--- src/rtl/sqrt_gen_pkg.sv ---
// Shared types and encodings for the iterative square-root unit.
// The special-value encodings are built here so every user agrees on the same layout.
package sqrt_gen_pkg;

    typedef enum logic [1:0] {
        IDLE,
        ITER,
        FIN,
        DONE
    } state_t;

    typedef struct packed {
        logic [31:0] exp;
        logic [63:0] mant;
    } special_t;

    // Canonical NaN sets only the integer bit of the significand; inf leaves it clear.
    function automatic special_t special_code(input int mant_w, input int exp_special, input logic nan);
        special_t code;
        code.exp  = 32'(exp_special);
        code.mant = nan ? (64'(1) << (mant_w - 1)) : 64'(0);
        return code;
    endfunction

endpackage

--- src/rtl/sqrt_digit_step.sv ---
// One restoring square-root digit: append two radicand bits to the remainder
// and retire one root bit, MSB first.
module sqrt_digit_step #(
    parameter int MANT_W   = 11,
    parameter int ROUND_EN = 1
) (
    input  logic [MANT_W+ROUND_EN+1:0] rem,
    input  logic [1:0]                 pair,
    input  logic [MANT_W+ROUND_EN-1:0] root,
    output logic [MANT_W+ROUND_EN+1:0] rem_next,
    output logic [MANT_W+ROUND_EN-1:0] root_next
);

    localparam int N     = MANT_W + ROUND_EN;
    localparam int REM_W = N + 2;

    logic [REM_W+1:0] rem_cat;
    logic [REM_W+1:0] trial;

    assign rem_cat = {rem, pair};
    assign trial   = {2'b00, root, 2'b01};

    always_comb begin
        rem_next  = rem;
        root_next = {root[N-2:0], 1'b0};
        if (rem_cat >= trial) begin
            rem_next  = REM_W'(rem_cat - trial);
            root_next = {root[N-2:0], 1'b1};
        end else begin
            rem_next  = REM_W'(rem_cat);
        end
    end

endmodule

--- src/rtl/sqrt_iter_gen.sv ---
// Handshaked iterative square root of a custom float, one root bit per cycle.
// Specials resolve on accept; numbers run MANT_W+ROUND_EN restoring steps, then round.
module sqrt_iter_gen
    import sqrt_gen_pkg::*;
#(
    parameter int MANT_W      = 11,
    parameter int EXP_W       = 7,
    parameter int EXP_ZERO    = -15,
    parameter int EXP_SPECIAL = 16,
    parameter int ROUND_EN    = 1
) (
    input  logic                    clk,
    input  logic                    enable,
    input  logic                    in_valid,
    output logic                    in_ready,
    input  logic                    sign_in,
    input  logic signed [EXP_W-1:0] exp_in,
    input  logic [MANT_W-1:0]       mant_in,
    input  logic                    is_nan_in,
    input  logic                    is_pinf_in,
    input  logic                    is_ninf_in,
    output logic                    out_valid,
    input  logic                    out_ready,
    output logic                    sign_out,
    output logic [EXP_W-1:0]        exp_out,
    output logic [MANT_W-1:0]       mant_out,
    output logic                    is_nan_out,
    output logic                    is_pinf_out,
    output logic                    is_ninf_out,
    output logic                    inexact_out
);

    localparam int N     = MANT_W + ROUND_EN;
    localparam int RAD_W = 2 * N;
    localparam int REM_W = N + 2;
    localparam int CNT_W = $clog2(N + 1);

    localparam special_t          NAN_CODE   = special_code(MANT_W, EXP_SPECIAL, 1'b1);
    localparam special_t          INF_CODE   = special_code(MANT_W, EXP_SPECIAL, 1'b0);
    localparam logic [EXP_W-1:0]  EXP_SPEC_V = NAN_CODE.exp[EXP_W-1:0];
    localparam logic [MANT_W-1:0] NAN_MANT   = NAN_CODE.mant[MANT_W-1:0];
    localparam logic [MANT_W-1:0] INF_MANT   = INF_CODE.mant[MANT_W-1:0];
    localparam logic [EXP_W-1:0]  EXP_ZERO_V = EXP_W'(EXP_ZERO);

    state_t state, state_next;

    logic [RAD_W-1:0]        rad;
    logic [RAD_W-1:0]        rad_ext;
    logic [REM_W-1:0]        rem, rem_next;
    logic [N-1:0]            root, root_next;
    logic [CNT_W-1:0]        cnt;
    logic [EXP_W-1:0]        exp_half;
    logic signed [EXP_W:0]   exp_adj;
    logic [MANT_W-1:0]       mant_round;
    logic                    accept, is_zero, special_path, guard;

    assign in_ready     = (state == IDLE) && enable;
    assign out_valid    = (state == DONE);
    assign accept       = in_valid && in_ready;
    assign is_zero      = (exp_in == EXP_ZERO_V) && (mant_in == '0);
    assign special_path = is_nan_in || is_pinf_in || is_ninf_in || is_zero || sign_in;
    assign exp_adj      = {exp_in[EXP_W-1], exp_in} - (EXP_W+1)'(exp_in[0]);
    assign rad_ext      = RAD_W'(mant_in);
    assign guard        = (ROUND_EN != 0) && root[0];
    assign mant_round   = root[N-1 -: MANT_W] + MANT_W'(guard);

    sqrt_digit_step #(
        .MANT_W   (MANT_W),
        .ROUND_EN (ROUND_EN)
    ) u_step (
        .rem       (rem),
        .pair      (rad[RAD_W-1 -: 2]),
        .root      (root),
        .rem_next  (rem_next),
        .root_next (root_next)
    );

    always_ff @(posedge clk) begin
        if (!enable) state <= IDLE;
        else         state <= state_next;
    end

    always_comb begin
        state_next = state;
        case (state)
            IDLE: if (accept) state_next = special_path ? DONE : ITER;
            ITER: if (cnt == CNT_W'(N - 1)) state_next = FIN;
            FIN:  state_next = DONE;
            DONE: if (out_ready) state_next = IDLE;
            default: state_next = IDLE;
        endcase
    end

    // An odd exponent is absorbed by doubling the significand so e' halves exactly.
    always_ff @(posedge clk) begin
        if (!enable) begin
            rad         <= '0;
            rem         <= '0;
            root        <= '0;
            cnt         <= '0;
            exp_half    <= '0;
            sign_out    <= 1'b0;
            exp_out     <= '0;
            mant_out    <= '0;
            is_nan_out  <= 1'b0;
            is_pinf_out <= 1'b0;
            is_ninf_out <= 1'b0;
            inexact_out <= 1'b0;
        end else begin
            case (state)
                IDLE: begin
                    if (accept) begin
                        inexact_out <= 1'b0;
                        is_ninf_out <= 1'b0;
                        is_nan_out  <= 1'b0;
                        is_pinf_out <= 1'b0;
                        if (is_pinf_in && !is_nan_in) begin
                            sign_out    <= 1'b0;
                            exp_out     <= EXP_SPEC_V;
                            mant_out    <= INF_MANT;
                            is_pinf_out <= 1'b1;
                        end else if (is_zero && !is_nan_in && !is_ninf_in) begin
                            sign_out <= sign_in;
                            exp_out  <= EXP_ZERO_V;
                            mant_out <= '0;
                        end else if (special_path) begin
                            sign_out   <= 1'b1;
                            exp_out    <= EXP_SPEC_V;
                            mant_out   <= NAN_MANT;
                            is_nan_out <= 1'b1;
                        end else begin
                            rad      <= exp_in[0] ? rad_ext << (MANT_W + 2 * ROUND_EN)
                                                  : rad_ext << (MANT_W - 1 + 2 * ROUND_EN);
                            rem      <= '0;
                            root     <= '0;
                            cnt      <= '0;
                            exp_half <= EXP_W'(exp_adj >>> 1);
                        end
                    end
                end
                ITER: begin
                    rad  <= rad << 2;
                    rem  <= rem_next;
                    root <= root_next;
                    cnt  <= cnt + CNT_W'(1);
                end
                FIN: begin
                    sign_out    <= 1'b0;
                    exp_out     <= exp_half;
                    mant_out    <= mant_round;
                    is_nan_out  <= 1'b0;
                    is_pinf_out <= 1'b0;
                    is_ninf_out <= 1'b0;
                    inexact_out <= guard || (rem != '0);
                end
                default: ;
            endcase
        end
    end

endmodule

--- config.mk ---
export PLATFORM = sky130hd
export DESIGN_NAME = sqrt_iter_gen
export DESIGN_NICKNAME = d
export VERILOG_FILES = /design/src/rtl/sqrt_gen_pkg.sv /design/src/rtl/sqrt_digit_step.sv /design/src/rtl/sqrt_iter_gen.sv
export SDC_FILE = /design/constraint.sdc
export NUM_CORES = 1
export LEC_CHECK = 0
export BUFFER_PORTS_ARGS = -buffer_cell sky130_fd_sc_hd__buf_2
export CORE_MARGIN = 2
export CORE_UTILIZATION = 25
export CTS_BUF_LIST = sky130_fd_sc_hd__clkbuf_16
export DETAILED_ROUTE_END_ITERATION = 16
export HOLD_SLACK_MARGIN = 0.15
export PLACE_DENSITY = 0.5
export SETUP_SLACK_MARGIN = 0.4
export SYNTH_ARGS = -nofsm -noshare
export SYNTH_HDL_FRONTEND = slang
export SYNTH_SLANG_ARGS = --single-unit
--- constraint.sdc ---
create_clock -name clk -period 3.7 [get_ports clk]
set_clock_uncertainty 0.1 [all_clocks]
set_input_delay 0 -clock clk [delete_from_list [all_inputs] [get_ports clk]]
set_output_delay 0 -clock clk [all_outputs]
set_load 0.01 [all_outputs]
==> flow_summary.toml, run 1 <==
[status]
outcome = "complete, no violations"

[cells_and_area]
final_common_cell = "nand2_1"
seq_area_mm2 = 0.00146
antenna_cells = 0
syn_to_final_growth_pct = 26.8
multi_input_comb_area_mm2 = 0.00246
finalNetCount = 638
fill_cells = 1735
final_cells = 816
layout-drive-gt1-share_pct = 14.8
final_area_mm2 = 0.00527
fin_util_pct = 32.1
layout_common_cells = "93 x nand2_1, 73 x dfxtp_1, 54 x a21oi_1"

[clocking]
cts_buffer_depth = 2
numCtsBuffers = 9
cts_sinks = 73
clk_latency_ns = 0.33
clkTransAtPathRegs_ns = 0.06
htreeDepth = 3
cts-root-buf = "clkbuf_16"
tritoncts = "yes"

[yosys]
synth_edf_count = 0
synth_cells = 515
synth_warnings = 0
syn_nets = 562
syn_area_per_cell_um2 = 8.07
ys_seq_elements = 73
synth_cell_types = 62
async_flop_share_pct = 0
synth_ff_type = "dfxtp_1"
syn-cell-area_mm2 = 0.00415
yosysSeqAreaShare_pct = 35.2

[timing]
tightest_slew_ns = 1.01
post-route-period-util_pct = 80.7
period_needed_ns = 2.99
maxSlewViolCount = 0
fmax_ghz = 0.335
relSlewSlack_pct = 32.3
setup_viol = 0
postLayoutSetupSlackWorst_ns = 0.712
finalHoldViolCount = 0
setup_tns_ns = 0
grt_setup_unrepaired = "false"

[flow_run]
max_cap_viol_count = 0

[global_route]
grtUsageMet1_pct = 17.7
overflow = 0
grt_max_degree = 56
globalRouteMet2Util_pct = 20.8
grt_use_total_pct = 13.0
met3_usage_pct = 2.87
grt_first_pass_wirelength_um = 18700
grt.busiest_layer = "met2"
antenna_found_initial = 0
grt_pass1_vias = 3716

[critical_path]
cp_data_arrival_time_ns = 3.13
critPathMaxStageDelay_ns = 0.56
crit_fanout = 23
cp.required_ns = 3.85
reg2reg_from = "state[0]"
path_buf_inv = 2
worstSetupEndpointType = "register"
reg2reg_depth = 8
crit_family = "simple AND/OR/NAND/NOR gates"
critPathLaunch = "state[0]"
r2r-end = "rad[12]"
cp_cell_sequence = "inv_1, ha_1, nand3_1, a211o_4, nand2_4, nand3b_1, dlygate4sd3_1, a211oi_1"
slowest_stage = "dlygate4sd3_1"
start_kind = "register"
reg2reg_slack_ns = 0.71
worstSetupPathType = "reg -> reg"

[routing]
drtPass1Iterations = 4
drtAntennaViolNets = 0
dr_total_vias = 3854
wl_um = 11300
routedWlPerCell_um = 13.9
drc = 0
drt-initial-drc-count = 213
viasPerCell = 4.72

[floorplan]
fp.dieW_um = 133
dieHeight_um = 133
dieArea_mm2 = 0.0177
rows = 47
start_util_pct = 25.3
io_pins = 51
coreArea_mm2 = 0.0164

[placed_design]
dp.cells = 759
numPortBuffers = 49
post-place-ws_ns = 0.967
hpwl_um = 7900
gp_congestion = 0.829
placed_cell_area_mm2 = 0.00453

[power]
vdd_ir_drop_max_v = 0.000432
p_leak_nw = 2.03
power_density_mw_per_mm2 = 742

[min_path]
holdCritPathClass = "in -> reg"
hold_end = "rad[14]"
whs_path_depth = 5
hold_start = "exp_in[0]"
==> final cells by class <==
class	instances	area share, %
multi-input cells	394	46.7
flip-flops and latches	73	27.8
repair buffers	92	12.5
well taps	220	5.23
clock buffers	9	4.28
clock inverters	7	2.09
inverters	21	1.50
==> kinds of logic after synthesis <==
kind of cell               after synthesis  share of synthesized area [%]
adders and majority gates               21                           6.33
DFF                                     73                           35.2
xor gates and xnor gates                21                           4.43
buffers and inverters                   48                           5.72
muxes                                   21                           5.21
and+or+nand+nor                        193                           21.5
AOI/OAI and AO/OA                      137                           21.5
other                                    1                         0.0903
==> state kept, by name (all words and copies together), names as in the netlist <==
| signal | count |
|---|---|
| rad | 12 |
| exp_out | 7 |
| is_pinf_out | 1 |
| root | 12 |
| exp_half | 7 |
| rem | 14 |
| cnt | 4 |
| state | 2 |
| is_nan_out | 1 |
| inexact_out | 1 |
| mant_out | 11 |
| sign_out | 1 |
==> worst max-delay path by stage <==
stage / slack, ns / cells after the start / endpoint
3_5_place_dp: 0.97 / 8 / rem[1]
2_1_floorplan: 1.44 / 11 / rem[12]
6_report: 0.71 / 8 / rad[12]
4_1_cts: 0.65 / 7 / sign_out
3_3_place_gp: 1.04 / 8 / rem[1]
5_1_grt: 0.44 / 8 / rad[12]
==> routing by layer <==
layer / share of wire (%) / wire (µm)
met4: 0.53 / 60
met3: 3.5 / 394
met2: 47 / 5290
met5: 0 / 0
met1: 49 / 5570
==> cells in the mapped netlist (3+ instances only) <==
cell	number	area [µm²]
a211oi_1	6	45.0
a21o_1	3	22.5
a21oi_1	54	270
a22oi_1	4	30.0
a32o_1	5	50.1
a32oi_1	5	43.8
and2_1	3	18.8
buf_1	3	11.3
buf_2	4	20.0
buf_4	4	30.0
buf_6	5	56.3
clkbuf_1	11	41.3
dfxtp_1	73	1460
ha_1	21	263
inv_1	20	75.1
mux2i_1	19	190
nand2_1	93	349
nand2b_1	4	25.0
nand3_1	25	125
nand4_1	3	18.8
nor2_1	30	113
nor2b_1	5	31.3
nor3_1	11	55.1
nor4_1	7	43.8
o211ai_1	4	30.0
o21ai_0	27	135
o21ai_1	6	30.0
xnor2_1	17	149
xor2_1	4	35.0
==> through the flow <==
stage	hold slack (ns)	power, mW
3_3_place_gp	0.157	2.83
2_1_floorplan	0.0360	2.54
4_1_cts	0.191	3.89
3_5_place_dp	0.166	2.83
6_report	0.208	3.91
5_1_grt	0.231	4.17
==> timing repair <==
action,in CTS,in global routing
hold endpoints to repair,44,0
setup buffers,0,5
hold buffers,36,0
setup endpoints to repair,0,2
gates resized for setup,0,1
==> tightest hold or removal path, delay by kind of cell <==
kind	cells	cell delay, ns
buffers and inverters	1	0.21
AND/OR/NAND/NOR	1	0.07
AO/OA/AOI/OAI	2	0.15
multiplexers	1	0.18
==> where the power goes <==
part	switching (mW)	internal (mW)	leakage [nW]	total, mW
combinational	1.12	0.841	1.27	1.96
clock	0.338	0.653	0.166	0.991
sequential	0.0797	0.875	0.590	0.954
No activity file was read; power rests on OpenSTA's default activity.
==> run 2: changes to the inputs <==
--- a/config.mk
+++ b/config.mk
@@ -5,6 +5,7 @@
 export SDC_FILE = /design/constraint.sdc
 export NUM_CORES = 1
 export LEC_CHECK = 0
+export ABC_AREA = 1
 export BUFFER_PORTS_ARGS = -buffer_cell sky130_fd_sc_hd__buf_2
 export CORE_MARGIN = 2
 export CORE_UTILIZATION = 25
==> constraint.sdc (replaced) <==
create_clock -name clk -period 2.9 [get_ports clk]
set_clock_uncertainty 0.1 [all_clocks]
set_input_delay 0 -clock clk [delete_from_list [all_inputs] [get_ports clk]]
set_output_delay 0 -clock clk [all_outputs]
set_load 0.01 [all_outputs]
==> run 2 against run 1 <==
Compared with the run above:
- utilization rose by 0.14 points
- hold slack worse by 0.040 ns
- highest routed layer unchanged
- synthesized cell count is 32% higher
- wire length rose by 9.0%
- sequential share of layout area is 1.6 points lower
- critical endpoint is now rad[23]
- via count up 14%
- cell count rose by 21%
- first-iteration DRC count up 14%
==> flow_summary.toml, run 2 <==
[status]
outcome = "complete, no violations"

[min_path]
holdCritPathClass = "in -> reg"

[routing]
drtPass1Iterations = 4
routedWlPerCell_um = 12.5
viasPerCell = 4.44
wl_um = 12300
drtAntennaViolNets = 0
dr_total_vias = 4395
drt-initial-drc-count = 242
drc = 0

[flow_run]
max_cap_viol_count = 0

[cells_and_area]
fill_cells = 1916
layout-drive-gt1-share_pct = 14.2
largest-register = "rem"
seq_area_mm2 = 0.00146
layout_common_cells = "200 x nand2_1, 73 x inv_1, 72 x dfxtp_1"
multi_input_comb_area_mm2 = 0.00254
antenna_cells = 0
finalNetCount = 808
largest_register_ffs = 14
final_cells = 990
final_common_cell = "nand2_1"
syn_to_final_growth_pct = 26.0
reg_top3 = "rem x14, rad x12, root x12"

[floorplan]
start_util_pct = 25.6
dieHeight_um = 137
coreArea_mm2 = 0.0174
rows = 48
io_pins = 51
dieArea_mm2 = 0.0188
fp.dieW_um = 137

[placed_design]
dp.cells = 934
gp_congestion = 0.844
hpwl_um = 8840
numPortBuffers = 49

[timing]
setup_tns_ns = 0
fmax_ghz = 0.418
period_needed_ns = 2.39
grt_setup_unrepaired = "true"
finalHoldViolCount = 0
post-route-period-util_pct = 82.6
maxSlewViolCount = 0
tightest_slew_ns = 1.05
relSlewSlack_pct = 29.8
setup_viol = 0

[global_route]
grt.busiest_layer = "met2"
overflow = 0
antenna_found_initial = 0
met3_usage_pct = 2.69
grtUsageMet1_pct = 19.0
grt_pass1_vias = 4269
grt_use_total_pct = 13.8
grt_first_pass_wirelength_um = 20800
grt_max_degree = 38
globalRouteMet2Util_pct = 22.1

[yosys]
syn_area_per_cell_um2 = 6.54
synth_top_area_share_pct = 32.9
synth_compound_area_share_pct = 15.4
synth_edf_count = 0
synth_top_family_by_area = "simple AND/OR/NAND/NOR gates"
yosysSeqAreaShare_pct = 32.9
synth-xor-area-share_pct = 1.38
synth_ff_type = "dfxtp_1"
synth_simple_gate_area_share_pct = 34.1
async_flop_share_pct = 0
synth_area_leaders = "dfxtp_1 33%, nand2_1 17%, a21oi_1 8.0%, inv_1 6.3%, ha_1 5.9%"
syn_nets = 726
synth_cells = 679
ys_seq_elements = 73
synth_common_cells = "200 x nand2_1, 75 x inv_1, 73 x dfxtp_1"
synth_cell_types = 41
syn-cell-area_mm2 = 0.00444
yosys.area_share.adder_pct = 5.92
yosysMostFrequentCell = "nand2_1"
synth_warnings = 0
yosysTopAreaCell = "dfxtp_1"
synth_mux_area_share_pct = 0

[critical_path]
worstSetupPathType = "reg -> reg"
start_kind = "register"
crit_fanout = 11
worstSetupEndpointType = "register"
cp.required_ns = 3.02
cp_data_arrival_time_ns = 2.51

[clocking]
clkTransAtPathRegs_ns = 0.06
cts_sinks = 73
clk_latency_ns = 0.34
htreeDepth = 3
numCtsBuffers = 9
cts_buffer_depth = 2
cts-root-buf = "clkbuf_16"
tritoncts = "yes"
[run 2: cell types whose count changed in the layout (fill, tap and decap cells not counted), moves of 5 or more]
cell / change
nor2_1: +16
inv_1: +52
a32oi_1: -5
nor2b_1: -5
nor2_2: +13
mux2i_1: -19
xnor2_1: -14
a32o_1: -5
nand3_1: +19
o21ai_0: +15
nand2_1: +107
a21oi_1: +16
[run 2: per-layer routing]
layer	vias to the layer above	share of wire [%]
li1	2365	-
met1	1963	51
met2	59	46
met3	8	2.7
met4	0	0.80
met5	-	0
[run 2: kinds of logic (layout without fill, tap and decap cells)]
logic type               count (synthesis)  after routing
AND/OR/NAND/NOR                        344            345
AO/OA/AOI/OAI                          129            129
buffers and inverters                  104            189
flip-flops                              73             73
adder cells (fa/ha/maj)                 21             21
XOR/XNOR                                 7              7
other                                    1              1
[run 2: stage by stage]
step / hold slack [ns] / instance area, µm² / worst slack [ns] / util (%)
finish: 0.168 / 5600 / 0.505 / 32.2
global route: 0.241 / 5600 / 0.338 / 32.2
CTS: 0.156 / 5530 / 0.433 / 31.9
detailed placement: 0.169 / 4850 / 0.513 / 28.0
global placement: 0.165 / 4850 / 0.529 / 28.0
floorplan: 0.00549 / 4440 / 0.836 / -
[run 2: layout make-up]
class	count	area share (%)
multi-input cells	503	45.5
flip-flops and latches	73	26.1
repair buffers	94	12.2
inverters	80	5.50
well taps	225	5.03
clock buffers	9	4.03
clock inverters	6	1.65
[run 2: repair_timing]
action | CTS | global route
hold endpoints to repair | 35 | 0
resized for setup | 0 | 10
setup endpoints to repair | 0 | 40
hold buffers | 36 | 0
setup buffers | 0 | 4
[run 2: worst max-delay path, cell delays in order (launching register included)]
cell           delay (ns)
dfxtp_1              0.35
inv_1                0.09
ha_1                 0.45
clkinvlp_4           0.35
buf_4                0.23
nand3_1              0.06
dlygate4sd3_1        0.56
a31oi_1              0.08
[run 2: final timing paths]
kind,depth (start not counted),endpoint,slack (ns),start
worst max-delay path,7,rad[23],0.51,state[1]
worst min-delay path,5,rad[18],0.17,exp_in[0]
worst max register to register,7,rad[23],0.51,state[1]
worst min register to register,2,exp_half[0],0.35,exp_half[0]
Power of run 2 is not shown: default switching activity piles up to over one toggle a cycle in this logic, so the estimate is an artifact.
